<file path="src/rtl/string_reader.sv">
`default_nettype none
// ============================================================================
//  Module   : string_reader
//  Purpose  : Walks a small synchronous string ROM from a start address and
//             streams each byte over a valid/ready interface until the 0x00
//             terminator, with a byte-count guard against runaway strings.
//  Revision : 1.0  initial release
// ============================================================================
module string_reader #(
  parameter int unsigned AW     = 4,
  parameter int unsigned DW     = 8,
  parameter int unsigned MAXLEN = 16
) (
  input  logic          clk_i,
  input  logic          rst_ni,
  input  logic          start_i,
  input  logic [AW-1:0] start_addr_i,
  output logic [AW-1:0] mem_addr_o,
  input  logic [DW-1:0] mem_data_i,
  output logic [DW-1:0] tx_data_o,
  output logic          tx_valid_o,
  input  logic          tx_ready_i,
  output logic          busy_o,
  output logic          done_o,
  output logic [AW:0]   len_o,
  output logic          err_o
);

  localparam logic [AW:0] c_maxlen = (AW+1)'(MAXLEN);

  typedef enum logic [2:0] {
    S_IDLE  = 3'd0,
    S_FETCH = 3'd1,
    S_CHECK = 3'd2,
    S_SEND  = 3'd3,
    S_DONE  = 3'd4
  } state_t;

  state_t        r_state;
  logic [AW-1:0] r_ptr;
  logic [AW:0]   r_count;
  logic [AW:0]   w_count_inc;
  logic          w_handshake;

  // The memory registers the address at the end of FETCH, so the pointer
  // drives it directly in every state; reads outside FETCH are simply unused.
  assign mem_addr_o  = r_ptr;
  assign busy_o      = (r_state != S_IDLE);
  assign w_count_inc = r_count + 1'b1;
  assign w_handshake = tx_valid_o && tx_ready_i;

  // Sequencer: fetch / check / send loop. done_o, len_o and err_o are loaded
  // on the transition into DONE so they are all valid in the DONE cycle.
  always_ff @(posedge clk_i) begin
    if (!rst_ni) begin
      r_state    <= S_IDLE;
      r_ptr      <= '0;
      r_count    <= '0;
      tx_data_o  <= '0;
      tx_valid_o <= 1'b0;
      done_o     <= 1'b0;
      len_o      <= '0;
      err_o      <= 1'b0;
    end else begin
      done_o <= 1'b0;
      unique case (r_state)
        S_IDLE: begin
          if (start_i) begin
            r_ptr   <= start_addr_i;
            r_count <= '0;
            r_state <= S_FETCH;
          end
        end
        S_FETCH: begin
          r_state <= S_CHECK;
        end
        S_CHECK: begin
          if (mem_data_i == '0) begin
            // Terminator: never emitted, string ends cleanly.
            r_state <= S_DONE;
            done_o  <= 1'b1;
            len_o   <= r_count;
            err_o   <= 1'b0;
          end else begin
            tx_data_o  <= mem_data_i;
            tx_valid_o <= 1'b1;
            r_state    <= S_SEND;
          end
        end
        S_SEND: begin
          // Byte stays on the stream until the consumer takes it.
          if (w_handshake) begin
            tx_valid_o <= 1'b0;
            r_ptr      <= r_ptr + 1'b1;
            r_count    <= w_count_inc;
            if (w_count_inc == c_maxlen) begin
              // Guard reached without a terminator.
              r_state <= S_DONE;
              done_o  <= 1'b1;
              len_o   <= w_count_inc;
              err_o   <= 1'b1;
            end else begin
              r_state <= S_FETCH;
            end
          end
        end
        S_DONE: begin
          // Any start_i seen here is deliberately dropped.
          r_state <= S_IDLE;
        end
        default: begin
          r_state <= S_IDLE;
        end
      endcase
    end
  end

endmodule
`default_nettype wire

</file>
<file path="config.mk">
export PLATFORM = sky130hd
export DESIGN_NAME = string_reader
export DESIGN_NICKNAME = d
export VERILOG_FILES = /design/src/rtl/string_reader.sv
export SDC_FILE = /design/constraint.sdc
export NUM_CORES = 1
export LEC_CHECK = 0
export CORE_AREA = 2 2 78 50
export CTS_BUF_LIST = sky130_fd_sc_hd__clkbuf_4 sky130_fd_sc_hd__clkbuf_8
export CTS_CLUSTER_SIZE = 30
export DETAILED_ROUTE_END_ITERATION = 7
export DIE_AREA = 0 0 80 52
export HOLD_SLACK_MARGIN = 0.03
export PLACE_DENSITY = 0.78
export SKIP_CTS_REPAIR_TIMING = 1
export SLEW_MARGIN = 0
export SYNTH_ARGS = -nofsm -noshare
export SYNTH_HDL_FRONTEND = slang
export SYNTH_SLANG_ARGS = --single-unit
</file>
<file path="constraint.sdc">
create_clock -name clk_i -period 3.2 [get_ports clk_i]
set_input_delay 0.96 -clock clk_i [delete_from_list [all_inputs] [get_ports clk_i]]
set_output_delay 0.96 -clock clk_i [all_outputs]
set_load 0.01 [all_outputs]
</file>
==> run_results.csv, run 1 <==
group,metric,value,unit
status,status,"completed",
synthesis,syn_nets,190,
timing,skew,0.00500,ns
routing,ant_nets,0,
cts,clockRootBuffer,"clkbuf_8",
place,routabilityCongestion,0.797,
routing,drcViolationCount,0,
setup_path,worstPathArrival,1.64,ns
grt,track_usage,16.7,%
grt,grt_max_degree,21,
routing,firstDrtPassIters,4,
cts,clock_path_buffers,2,
synthesis,syn_area,1500,sq um
grt,globalRouteOverflowTotal,0,
place,preCtsSetupSlack,0.465,ns
pwr,p_clk_share,29.6,%
cts,cts.reportedPaths.clkPinSlew,0.09,ns
die,fp.dieH,52,um
timing,period_needed,2.60,ns
cts,insertion_delay,0.27,ns
timing,drv_slew,0,
timing,worst_slack,0.599,ns
finish,drive_gt1_share,10.2,%
die,die_x,80,um
timing,rsz0062_at_grt,"false",
place,dpl.hpwl,2500,um
routing,viasPerCell,5.31,
pwr,power.leakage,0.718,nW
pwr,p_int,0.000542,W
setup_path,crit_fanout,13,
pwr,ir_drop,0.190,mV
worst_hold_path,hold_path_class,"flop to flop",
place,portBuffers,36,
die,fp.coreArea,3490,sq um
setup_path,cp-end-kind,"primary output",
synthesis,synth_seq_cells,28,
synthesis,synth_top_cell_by_area,"dfxtp_1",
synthesis,syn_inst,170,
synthesis,synth_area_per_cell,8.82,sq um
timing,fin_crit_sh,81.3,%
synthesis,synth-edff-count,0,
timing,tightest_slew,0.522,ns
setup_path,setup.worst_path.start_class,"flop",
pwr,p_sw_share,26.4,%
synthesis,synthTopCellsByCount,"nand2_1, dfxtp_1, a21oi_1",
timing,tns,0,ns
cts,cts_tree,"done",
synthesis,synth.distinct_cells,52,
cts,htreeDepth,1,
timing,hold_viol,0,
grt,first_global_vias,1147,
die,io_pins,37,
synthesis,ys.flop_type,"dfxtp_1",
finish,fin_util,55.3,%
pwr,pwr-share-comb,18.2,%
timing,hold_ws,0.461,ns
synthesis,async_flop_share,0,%
routing,wl_per_cell,13.3,um
routing,vias,1339,
finish,antennaDiodeCount,0,
timing,setup_viol,0,
pwr,power_density,382,nW/um^2
timing,fmax,384,MHz
setup_path,crit_type,"flop to primary output",
finish,fillCellCount,338,
synthesis,netlist.area_leader.share,37.4,%
timing,relSlewSlack,65.1,%
cts,cts_sinks,28,
finish,area_growth,28.6,%
pwr,switching_power,0.000195,W
routing,wirelength,3360,um
finish,finish.net_count,226,
job,drv_cap,0,
synthesis,seq_area_frac_synth,37.4,%
die,start_util,43.0,%
routing,drtIter0Drc,63,
grt,grt_pass1_wl,5440,um
synthesis,synth_most_common_cell,"nand2_1",
die,row_count,17,
grt,antenna_found_initial,0,
synthesis,synth_area_leaders,"dfxtp_1, nand2_1, a21oi_1, ha_1, o311a_1",
cts,cts_made_buffers,3,
pwr,seqPwrFrac,52.3,%
die,die-area,4160,sq um
setup_path,cp.required,2.24,ns
synthesis,synth_warnings,0,
kinds of logic (layout without fill, tap and decap cells):
logic type | Yosys count | after routing | synth area share, %
and+or+nand+nor | 76 | 76 | 29.4
AOI/OAI and AO/OA | 47 | 47 | 22.3
DFF | 28 | 28 | 37.4
buffers and inverters | 10 | 45 | 4.51
muxes | 2 | 2 | 1.34
adders and majority gates | 4 | 4 | 3.34
xor gates and xnor gates | 3 | 3 | 1.75
critical path, cell delays in order, from the launching register on:
cell and delay [ns]:
dfxtp_1 0.47, or3_1 0.41, clkdlybuf4s50_1 0.48
final timing paths:
check	cells after the start	startpoint	to	slack, ns
min	2	tx_data_o[0]$_SDFFE_PN0P_	tx_data_o[0]$_SDFFE_PN0P_	0.46
max	2	r_state[0]$_SDFFE_PN0P_	busy_o	0.60
min reg2reg	2	tx_data_o[0]$_SDFFE_PN0P_	tx_data_o[0]$_SDFFE_PN0P_	0.46
max reg2reg	6	r_state[0]$_SDFFE_PN0P_	len_o[1]$_SDFFE_PN0P_	0.97
power groups by stage:
stage	Clock, W	Sequential (W)	Combinational (W)
2_1_floorplan	0	0.000392	0.0000724
5_1_grt	0.000235	0.000388	0.000149
6_report	0.000218	0.000385	0.000134
3_5_place_dp	0	0.000393	0.000134
4_1_cts	0.000223	0.000385	0.000135
3_3_place_gp	0	0.000393	0.000132
layer usage:
layer	global-route usage (%)	wire, um	vias to the layer above
li1	-	-	678
met1	25.4	1730	622
met2	24.6	1410	37
met3	3.99	214	2
met4	1.69	11	0
met5	0	0	-
state kept, by name (all words and copies together), names as in the netlist:
name        cells
len_o           5
done_o          1
r_count         5
tx_valid_o      1
r_state         3
err_o           1
tx_data_o       8
mem_addr_o      4
cell usage in the layout, fill, tap and decap left out, types with 2 or more instances in the layout:
master / instances
a21boi_1: 5
a21oi_1: 11
a22oi_1: 3
and3_1: 2
clkbuf_8: 4
clkdlybuf4s50_1: 36
dfxtp_1: 28
ha_1: 4
inv_1: 2
mux2i_1: 2
nand2_1: 32
nand2b_1: 4
nand3_1: 5
nand3b_1: 2
nor2_1: 7
nor2_2: 3
nor2b_1: 3
nor3_1: 3
nor4_1: 2
o21a_1: 2
o21ai_0: 5
o21ai_1: 6
o221a_1: 2
o311a_1: 4
xnor2_1: 3
cell type report:
| cell class | instances | area (sq um) | share of cell area, % |
|---|---|---|---|
| clock buffer | 4 | 55.1 | 2.86 |
| timing repair buffer | 37 | 368 | 19.1 |
| sequential | 28 | 561 | 29.1 |
| inverter | 4 | 15.0 | 0.779 |
| tap | 47 | 58.8 | 3.05 |
| multi-input combinational | 132 | 871 | 45.2 |
through the flow:
step	total power (W)	cells	cell area, sq um
after floorplan	0.000464	170	1500
after global placement	0.000525	248	1870
after detailed placement	0.000527	248	1870
after CTS	0.000743	252	1930
after global routing	0.000772	252	1930
final	0.000737	252	1930
(Power assumes the default switching activity.)
==> inputs of run 2 (changes only) <==
- PLACE_DENSITY: 0.78 -> 0.81
- clock period: 3.2 -> 2.2 ns (I/O delays scaled with it)
==> run 2 against run 1 <==
Clock power up 48%. Sequential share of layout area down 2.4 points. Highest routed layer unchanged. Non-clock buffer count up 20. Core utilization up 5.1 points. Final cell count up 7.9%.
==> run_results.csv, run 2 (synthesis gave the netlist of run 1 again) <==
group,metric,value,unit
die,fp.coreArea,3490,sq um
setup_path,reg2reg_to,"len_o[1]$_SDFFE_PN0P_",
cts,clock_path_buffers,2,
pwr,total_power,0.00112,W
routing,wl_met3,181,um
routing,drcViolationCount,0,
finish,layout_common_cells,"clkdlybuf4s50_1, nand2_1, dfxtp_1",
setup_path,timing.rr.start,"r_count[0]$_SDFFE_PN0P_",
routing,wl_met1,1910,um
die,start_util,43.0,%
die,die-area,4160,sq um
finish,largestRegisters,"tx_data_o: 8 flops, len_o: 5 flops, r_count: 5 flops",
timing,fmax,471,MHz
routing,vias,1424,
finish,drive_gt1_share,18.7,%
timing,period_needed,2.12,ns
setup_path,cp-end-kind,"primary output",
finish,largest_register,"tx_data_o",
routing,wl_met2,1560,um
finish,seqCellArea,562,sq um
cts,cts_sinks,28,
routing,wl_per_cell,13.5,um
setup_path,setup.worst_path.start_class,"flop",
setup_path,cp.required,1.54,ns
die,row_count,17,
die,die_x,80,um
routing,firstDrtPassIters,5,
die,fp.dieH,52,um
setup_path,rrSetupSlack,0.38,ns
timing,setup_viol,0,
routing,ant_nets,0,
finish,layout_commonest_cell,"clkdlybuf4s50_1",
worst_hold_path,hold_path_class,"flop to flop",
timing,tightest_slew,0.329,ns
place,routabilityCongestion,0.826,
timing,relSlewSlack,77.8,%
status,status,"completed",
cts,cts_made_buffers,3,
routing,drtIter0Drc,47,
setup_path,critPathCapture,"busy_o",
place,preCtsSetupSlack,-0.107,ns
timing,drv_slew,0,
grt,grt_max_degree,16,
grt,antenna_found_initial,0,
grt,globalRouteOverflowTotal,0,
place,dpl.hpwl,2700,um
finish,largest_register_ffs,8,
job,drv_cap,0,
grt,first_global_vias,1262,
setup_path,crit_fanout,2,
setup_path,rr_worst_depth,6,
pwr,ir_drop,0.449,mV
routing,wirelength,3660,um
cts,cts_tree,"done",
pwr,switching_power,0.000300,W
pwr,seqPwrFrac,49.3,%
die,io_pins,37,
finish,fillCellCount,318,
timing,rsz0062_at_grt,"false",
cts,clockRootBuffer,"clkbuf_8",
pwr,p_int,0.000820,W
timing,worst_slack,0.0786,ns
setup_path,crit_type,"flop to primary output",
timing,skew,0.00224,ns
timing,hold_viol,0,
pwr,p_clk_share,28.9,%
setup_path,cp-startpoint,"r_state[2]$_SDFFE_PN0P_",
finish,finish.net_count,246,
finish,area_growth,40.4,%
place,portBuffers,36,
cts,htreeDepth,1,
routing,viasPerCell,5.24,
cts,cts.reportedPaths.clkPinSlew,0.10,ns
pwr,pwr-share-comb,21.8,%
cts,insertion_delay,0.28,ns
setup_path,worstPathArrival,1.46,ns
pwr,power.leakage,0.825,nW
grt,grt_pass1_wl,5890,um
finish,antennaDiodeCount,0,
finish,multi_input_area,871,sq um
grt,track_usage,18.0,%
timing,fin_crit_sh,96.4,%
pwr,p_sw_share,26.8,%
routing,top_layer,"met4",
pwr,power_density,532,nW/um^2
run 2: layer usage:
layer	vias up	global-route usage, %
met5	-	0
met4	0	1.69
met3	4	4.34
met2	39	27.5
met1	658	26.7
li1	723	-
run 2: area by class of cell:
cell class / instances / area share [%]
tap: 47 / 2.79
sequential: 28 / 26.7
multi-input combinational: 132 / 41.4
clock buffer: 4 / 2.62
inverter: 4 / 0.713
timing repair buffer: 57 / 25.8
run 2: through the flow:
step / utilization (%) / setup TNS [ns] / hold slack [ns] / std cells / area [sq um]
finish: 60.3 / 0 / 0.457 / 272 / 2100
global route: 60.3 / 0 / 0.470 / 272 / 2100
CTS: 60.3 / 0 / 0.460 / 272 / 2100
detailed placement: 58.7 / -0.395 / 0.446 / 268 / 2050
global placement: 58.7 / -0.331 / 0.443 / 268 / 2050
floorplan: - / 0 / 0.479 / 170 / 1500
run 2: how the worst min path moves through the flow:
stage / cells after the start / startpoint / to
2_1_floorplan: 2 / tx_data_o[0]$_SDFFE_PN0P_ / tx_data_o[0]$_SDFFE_PN0P_
3_3_place_gp: 2 / tx_data_o[3]$_SDFFE_PN0P_ / tx_data_o[3]$_SDFFE_PN0P_
3_5_place_dp: 2 / tx_data_o[3]$_SDFFE_PN0P_ / tx_data_o[3]$_SDFFE_PN0P_
4_1_cts: 2 / tx_data_o[3]$_SDFFE_PN0P_ / tx_data_o[3]$_SDFFE_PN0P_
5_1_grt: 2 / tx_data_o[3]$_SDFFE_PN0P_ / tx_data_o[3]$_SDFFE_PN0P_
6_report: 2 / tx_data_o[4]$_SDFFE_PN0P_ / tx_data_o[4]$_SDFFE_PN0P_
run 2: power groups by stage:
stage	combinational, W	sequential, W	clock [W]
floorplan	0.000105	0.000570	0
detailed placement	0.000243	0.000564	0
finish	0.000245	0.000552	0.000323
global route	0.000266	0.000556	0.000343
CTS	0.000245	0.000552	0.000328
global placement	0.000238	0.000562	0
run 2: worst max-delay path: stages, from the launching register on:
cell	delay, ns
dfxtp_1	0.33
or3_1	0.38
clkdlybuf4s50_1	0.48
